File: config.mk
export PLATFORM = sky130hd
export DESIGN_NAME = slc3_isdu
export DESIGN_NICKNAME = d
export VERILOG_FILES = /design/src/rtl/slc3_isdu.sv
export SDC_FILE = /design/constraint.sdc
export NUM_CORES = 1
export LEC_CHECK = 0
export BUFFER_PORTS_ARGS = -buffer_cell sky130_fd_sc_hd__clkbuf_2
export CAP_MARGIN = 20
export CORE_UTILIZATION = 53
export DETAILED_ROUTE_END_ITERATION = 10
export PLACE_DENSITY = 0.95
export SETUP_SLACK_MARGIN = 0.4
export SLEW_MARGIN = 0
export SYNTH_ARGS = -nofsm -noshare
export SYNTH_HDL_FRONTEND = slang
export SYNTH_SLANG_ARGS = --single-unit
File: constraint.sdc
create_clock -name clk -period 3.08 [get_ports clk]
set_clock_uncertainty 0.05 [all_clocks]
set_input_delay 0.616 -clock clk [delete_from_list [all_inputs] [get_ports clk]]
set_output_delay 0.616 -clock clk [all_outputs]
set_load 0.005 [all_outputs]
File: src/rtl/slc3_isdu.sv
// SLC-3 instruction sequencing and decode unit: a Moore FSM that drives the datapath controls.
// Optional macro ISDU_PAUSE_EN enables the PAUSE opcode (1101) with the Continue handshake.
`timescale 1ns / 1ps

module slc3_isdu #(
  parameter int unsigned MEM_WAIT = 2
) (
  input  logic       clk,
  input  logic       reset,
  input  logic       Run,
  input  logic       Continue,
  input  logic [3:0] Opcode,
  input  logic       IR_5,
  input  logic       IR_11,
  input  logic       BEN,
  output logic       LD_MAR,
  output logic       LD_MDR,
  output logic       LD_IR,
  output logic       LD_BEN,
  output logic       LD_CC,
  output logic       LD_REG,
  output logic       LD_PC,
  output logic       LD_LED,
  output logic       GatePC,
  output logic       GateMDR,
  output logic       GateALU,
  output logic       GateMARMUX,
  output logic [1:0] PCMUX,
  output logic       DRMUX,
  output logic       SR1MUX,
  output logic       SR2MUX,
  output logic       ADDR1MUX,
  output logic [1:0] ADDR2MUX,
  output logic [1:0] ALUK,
  output logic       MIO_EN,
  output logic       Mem_OE,
  output logic       Mem_WE
);

  typedef enum logic [4:0] {
    StHalted, StF1, StF2, StF3, StDecode,
    StAdd, StAnd, StNot, StBr, StBrT, StJmp, StJsr1, StJsr2,
    StLdr1, StLdr2, StLdr3, StStr1, StStr2, StStr3,
    StPause1, StPause2
  } state_e;

  localparam logic [2:0] MemWaitLast = 3'(MEM_WAIT);

  state_e     state_q, state_d;
  logic [2:0] wait_q, wait_d;
  logic       mem_done;

`ifndef ISDU_PAUSE_EN
  logic unused_continue;
  assign unused_continue = Continue;
`endif

  assign mem_done = (wait_q == MemWaitLast);

  always_ff @(posedge clk) begin
    if (reset) begin
      state_q <= StHalted;
      wait_q  <= 3'd0;
    end else begin
      state_q <= state_d;
      wait_q  <= wait_d;
    end
  end

  // Counter is zero in every non-memory state, so each memory state is entered with it cleared.
  always_comb begin
    state_d = state_q;
    wait_d  = 3'd0;
    unique case (state_q)
      StHalted: if (Run) state_d = StF1;
      StF1:     state_d = StF2;
      StF2: begin
        if (mem_done) state_d = StF3;
        else          wait_d  = wait_q + 3'd1;
      end
      StF3:     state_d = StDecode;
      StDecode: begin
        state_d = StF1;
        unique case (Opcode)
          4'b0001: state_d = StAdd;
          4'b0101: state_d = StAnd;
          4'b1001: state_d = StNot;
          4'b0000: state_d = StBr;
          4'b1100: state_d = StJmp;
          4'b0100: state_d = IR_11 ? StJsr1 : StF1;
          4'b0110: state_d = StLdr1;
          4'b0111: state_d = StStr1;
`ifdef ISDU_PAUSE_EN
          4'b1101: state_d = StPause1;
`endif
          default: state_d = StF1;
        endcase
      end
      StAdd, StAnd, StNot, StBrT, StJmp, StJsr2, StLdr3: state_d = StF1;
      StBr:   state_d = BEN ? StBrT : StF1;
      StJsr1: state_d = StJsr2;
      StLdr1: state_d = StLdr2;
      StLdr2: begin
        if (mem_done) state_d = StLdr3;
        else          wait_d  = wait_q + 3'd1;
      end
      StStr1: state_d = StStr2;
      StStr2: state_d = StStr3;
      StStr3: begin
        if (mem_done) state_d = StF1;
        else          wait_d  = wait_q + 3'd1;
      end
`ifdef ISDU_PAUSE_EN
      StPause1: if (Continue)  state_d = StPause2;
      StPause2: if (!Continue) state_d = StF1;
`endif
      default: state_d = StHalted;
    endcase
  end

  always_comb begin
    LD_MAR     = 1'b0;
    LD_MDR     = 1'b0;
    LD_IR      = 1'b0;
    LD_BEN     = 1'b0;
    LD_CC      = 1'b0;
    LD_REG     = 1'b0;
    LD_PC      = 1'b0;
    LD_LED     = 1'b0;
    GatePC     = 1'b0;
    GateMDR    = 1'b0;
    GateALU    = 1'b0;
    GateMARMUX = 1'b0;
    PCMUX      = 2'b00;
    DRMUX      = 1'b0;
    SR1MUX     = 1'b0;
    SR2MUX     = 1'b0;
    ADDR1MUX   = 1'b0;
    ADDR2MUX   = 2'b00;
    ALUK       = 2'b00;
    MIO_EN     = 1'b0;
    Mem_OE     = 1'b0;
    Mem_WE     = 1'b0;
    unique case (state_q)
      StF1: begin
        GatePC = 1'b1;
        LD_MAR = 1'b1;
        LD_PC  = 1'b1;
      end
      // MDR captures only once the SRAM data has had MEM_WAIT extra cycles to settle.
      StF2, StLdr2: begin
        Mem_OE = 1'b1;
        MIO_EN = 1'b1;
        LD_MDR = mem_done;
      end
      StF3: begin
        GateMDR = 1'b1;
        LD_IR   = 1'b1;
      end
      StDecode: LD_BEN = 1'b1;
      StAdd, StAnd: begin
        SR1MUX  = 1'b1;
        SR2MUX  = IR_5;
        ALUK    = (state_q == StAnd) ? 2'b01 : 2'b00;
        GateALU = 1'b1;
        LD_REG  = 1'b1;
        LD_CC   = 1'b1;
      end
      StNot: begin
        SR1MUX  = 1'b1;
        ALUK    = 2'b10;
        GateALU = 1'b1;
        LD_REG  = 1'b1;
        LD_CC   = 1'b1;
      end
      StBrT: begin
        ADDR2MUX = 2'b10;
        PCMUX    = 2'b10;
        LD_PC    = 1'b1;
      end
      StJmp: begin
        SR1MUX   = 1'b1;
        ADDR1MUX = 1'b1;
        PCMUX    = 2'b10;
        LD_PC    = 1'b1;
      end
      StJsr1: begin
        GatePC = 1'b1;
        DRMUX  = 1'b1;
        LD_REG = 1'b1;
      end
      StJsr2: begin
        ADDR2MUX = 2'b11;
        PCMUX    = 2'b10;
        LD_PC    = 1'b1;
      end
      StLdr1, StStr1: begin
        SR1MUX     = 1'b1;
        ADDR1MUX   = 1'b1;
        ADDR2MUX   = 2'b01;
        GateMARMUX = 1'b1;
        LD_MAR     = 1'b1;
      end
      StLdr3: begin
        GateMDR = 1'b1;
        LD_REG  = 1'b1;
        LD_CC   = 1'b1;
      end
      // Store data comes from SR (IR[11:9]) passed straight through the ALU.
      StStr2: begin
        ALUK    = 2'b11;
        GateALU = 1'b1;
        LD_MDR  = 1'b1;
      end
      StStr3: Mem_WE = 1'b1;
`ifdef ISDU_PAUSE_EN
      StPause1: LD_LED = 1'b1;
`endif
      default: ;
    endcase
  end

endmodule

==> results.cfg <==
[clock_network]
cts_hold_buf = 0
cts_root_buf = clkbuf_4
cts_tree = built
clkSlewWorstSetupHoldPaths_ns = 0.05
clock_tree.htree_level_count = 1
postCtsSetupBuffers = 0
worst_skew_pair.late_latency_ns = 0.25
cts_buffers = 3
clockBufferDepth = 2
cts_sinks = 8

[global_routing]
antenna_found_initial = 0
grt_util_all_layers_pct = 24.7
grt_pass1_vias = 946
overflow = 0
grt_max_degree = 23
grt_pass1_wl_mm = 3.83

[worst_setup_path]
path_class = register to output pin
critPathLaunchType = register
max_stage_delay_ns = 0.55
cp-startpoint = state_q[2]$_SDFFE_PP0P_
crit_path_end_kind = output pin
cp_num_buf_inv = 1
worstPathArrival_ns = 1.83
critical_path.cell_chain = or2_1 -> a21oi_1 -> and2_1 -> a31o_2 -> clkbuf_2
required_ns = 2.41
cpMaxStageDelayCell = dfxtp_2
r2r_setup_slack_ns = 1.07
critPathTopFamily = flip-flops
rr_worst_depth = 5
reg2reg_from = state_q[2]$_SDFFE_PP0P_
r2r_end = wait_q[2]$_SDFF_PP0_
cp_max_fo = 22

[synthesis]
synth_edf_count = 0
syn_inst = 147
synthArstFlopShare_pct = 0
synth-seq-area-share_pct = 16.2
syn_avg_cell_area_um2 = 6.72
syn_area_um2 = 988
yosys.cell_types.count = 43
ys.flop_type = dfxtp_1
synth_warnings = 0
yosys_register_bits = 8

[timing]
holdWs_ns = 0.400
fin_tns_setup_ns = 0
rsz0062_at_grt = no
final_hold_viol_count = 0
max_slew.worst_pin.slew_ns = 0.581
max_freq_mhz = 401
min_period_over_period_pct = 81.1
max_slew_margin_pct = 61.2
slew_violations = 0
period_minus_slack_ns = 2.50
setup_violations = 0

[finish]
fin_cells = 193
seq_area_um2 = 165
final_cell_mix = 32 x clkbuf_2, 20 x nor2_1, 18 x nand2_1, 15 x a21oi_1
num-fill-cells = 173
drive_above_1_share_pct = 29.8
final_common_cell = clkbuf_2
multi_input_area_um2 = 688
fin_nets = 183
areaGrowthSynthToFinish_pct = 9.87
diodes = 0

[placement]
gp_congestion = 0.865
hpwlAfterDp_mm = 1.82
dp.cells = 190
io_buffers = 32

[drt]
ant_nets = 0
drt_wl_total_mm = 2.39
drt_pass1_iterations = 4
vias_per_cell = 5.77
dr.first_iter.drc_count = 16
vias = 1113
wire_per_inst_um = 12.4
drc = 0

[worst_hold_path]
worstHoldStart = wait_q[0]$_SDFF_PP0_
min_delay_worst_endpoint = wait_q[0]$_SDFF_PP0_
hp-class = register to register
min_path_cells = 1

[die]
fp.dieArea_um2 = 2040
rows = 15
die_w_um = 45.2
fp.dieH_um = 45.2
coreArea_um2 = 1750
ios = 36
start_util_pct = 56.6

[pwr]
clkPwrFrac_pct = 14.9
p_per_area_nw_per_um2 = 481
p_leak_nw = 0.462
p_comb_share_pct = 49.8
ir_drop_mv = 0.207
p_total_mw = 0.522
switching_share_pct = 45.9
p_int_mw = 0.283
switchingPower_mw = 0.240
power_frac_seq_pct = 35.3

[run_status]
status = finished, final reports clean

[flow_run]
drv_cap = 0
## area by class of cell
cell class | instances | share of cell area, %
clock buffer | 3 | 2.07
multi-input combinational | 120 | 63.4
tap | 25 | 2.88
timing repair buffer | 32 | 14.7
inverter | 5 | 1.73
sequential | 8 | 15.2
## sequential cells by signal (all words and copies together) (netlist names)
register / count
state_q: 5
wait_q: 3
## worst max path at each step
stage,endpoint,cells past startpoint,slack (ns)
global route,ADDR2MUX[0],5,0.43
floorplan,state_q[0]$_SDFFE_PP0P_,5,1.07
global placement,LD_MDR,5,0.73
CTS,LD_MDR,5,0.47
finish,LD_MDR,5,0.58
detailed placement,LD_MDR,5,0.65
## Yosys cell counts (all sizes together) (2+ instances only)
| cell | count | area share (%) |
|---|---|---|
| a21oi | 15 | 7.6 |
| nor2 | 20 | 7.6 |
| nor3 | 8 | 4.1 |
| nand2b | 5 | 3.9 |
| clkbuf | 6 | 5.3 |
| a31oi | 4 | 2.5 |
| dfxtp | 8 | 16 |
| buf | 9 | 7.3 |
| or2 | 3 | 1.9 |
| ha | 2 | 2.5 |
| nor2b | 5 | 3.2 |
| a2111oi | 2 | 2.4 |
| o21ai | 8 | 4.1 |
| a211oi | 2 | 1.5 |
| and2 | 2 | 1.3 |
| inv | 5 | 1.9 |
| nor4 | 3 | 1.9 |
| nand3 | 2 | 1.0 |
| and3 | 2 | 1.3 |
| xnor2 | 2 | 1.8 |
| or2b | 3 | 2.5 |
| nand2 | 18 | 6.8 |
## power groups by stage
stage | sequential [mW] | combinational [mW] | clock, mW
after detailed placement | 0.181 | 0.258 | 0
after floorplan | 0.128 | 0.254 | 0
after global placement | 0.179 | 0.246 | 0
after global routing | 0.190 | 0.290 | 0.0839
final | 0.184 | 0.260 | 0.0779
after CTS | 0.178 | 0.259 | 0.0791
## what timing repair did
item,4_1_cts,5_1_grt
gates cloned,0,0
gates resized for setup,1,3
pin swaps,0,0
endpoints found under the setup margin,1,4
## metrics by stage
| step | setup slack [ns] | cell area, um2 | utilization (%) |
|---|---|---|---|
| after floorplan | 1.07 | 992 | - |
| after detailed placement | 0.653 | 1060 | 60.6 |
| after global placement | 0.730 | 1060 | 60.6 |
| final | 0.583 | 1090 | 62.2 |
| after global routing | 0.430 | 1090 | 62.2 |
| after CTS | 0.467 | 1080 | 62.0 |
## kinds of logic after synthesis
kind of cell	count (synthesis)	synth area share, %
AOI/OAI and AO/OA	36	23.4
xor gates and xnor gates	2	1.77
adders and majority gates	2	2.53
buffers and inverters	20	14.6
DFF	8	16.2
muxes	1	1.14
other	1	0.379
and+or+nand+nor	77	40.0
## metal layers
metal / GRT usage [%] / share of wire [%] / routed length [um]
met5: 0 / 0 / 0
met4: 3.03 / 0.88 / 21
met3: 5.20 / 3.6 / 86
met2: 45.8 / 51 / 1220
met1: 29.5 / 44 / 1060
(Power assumes the default switching activity.)
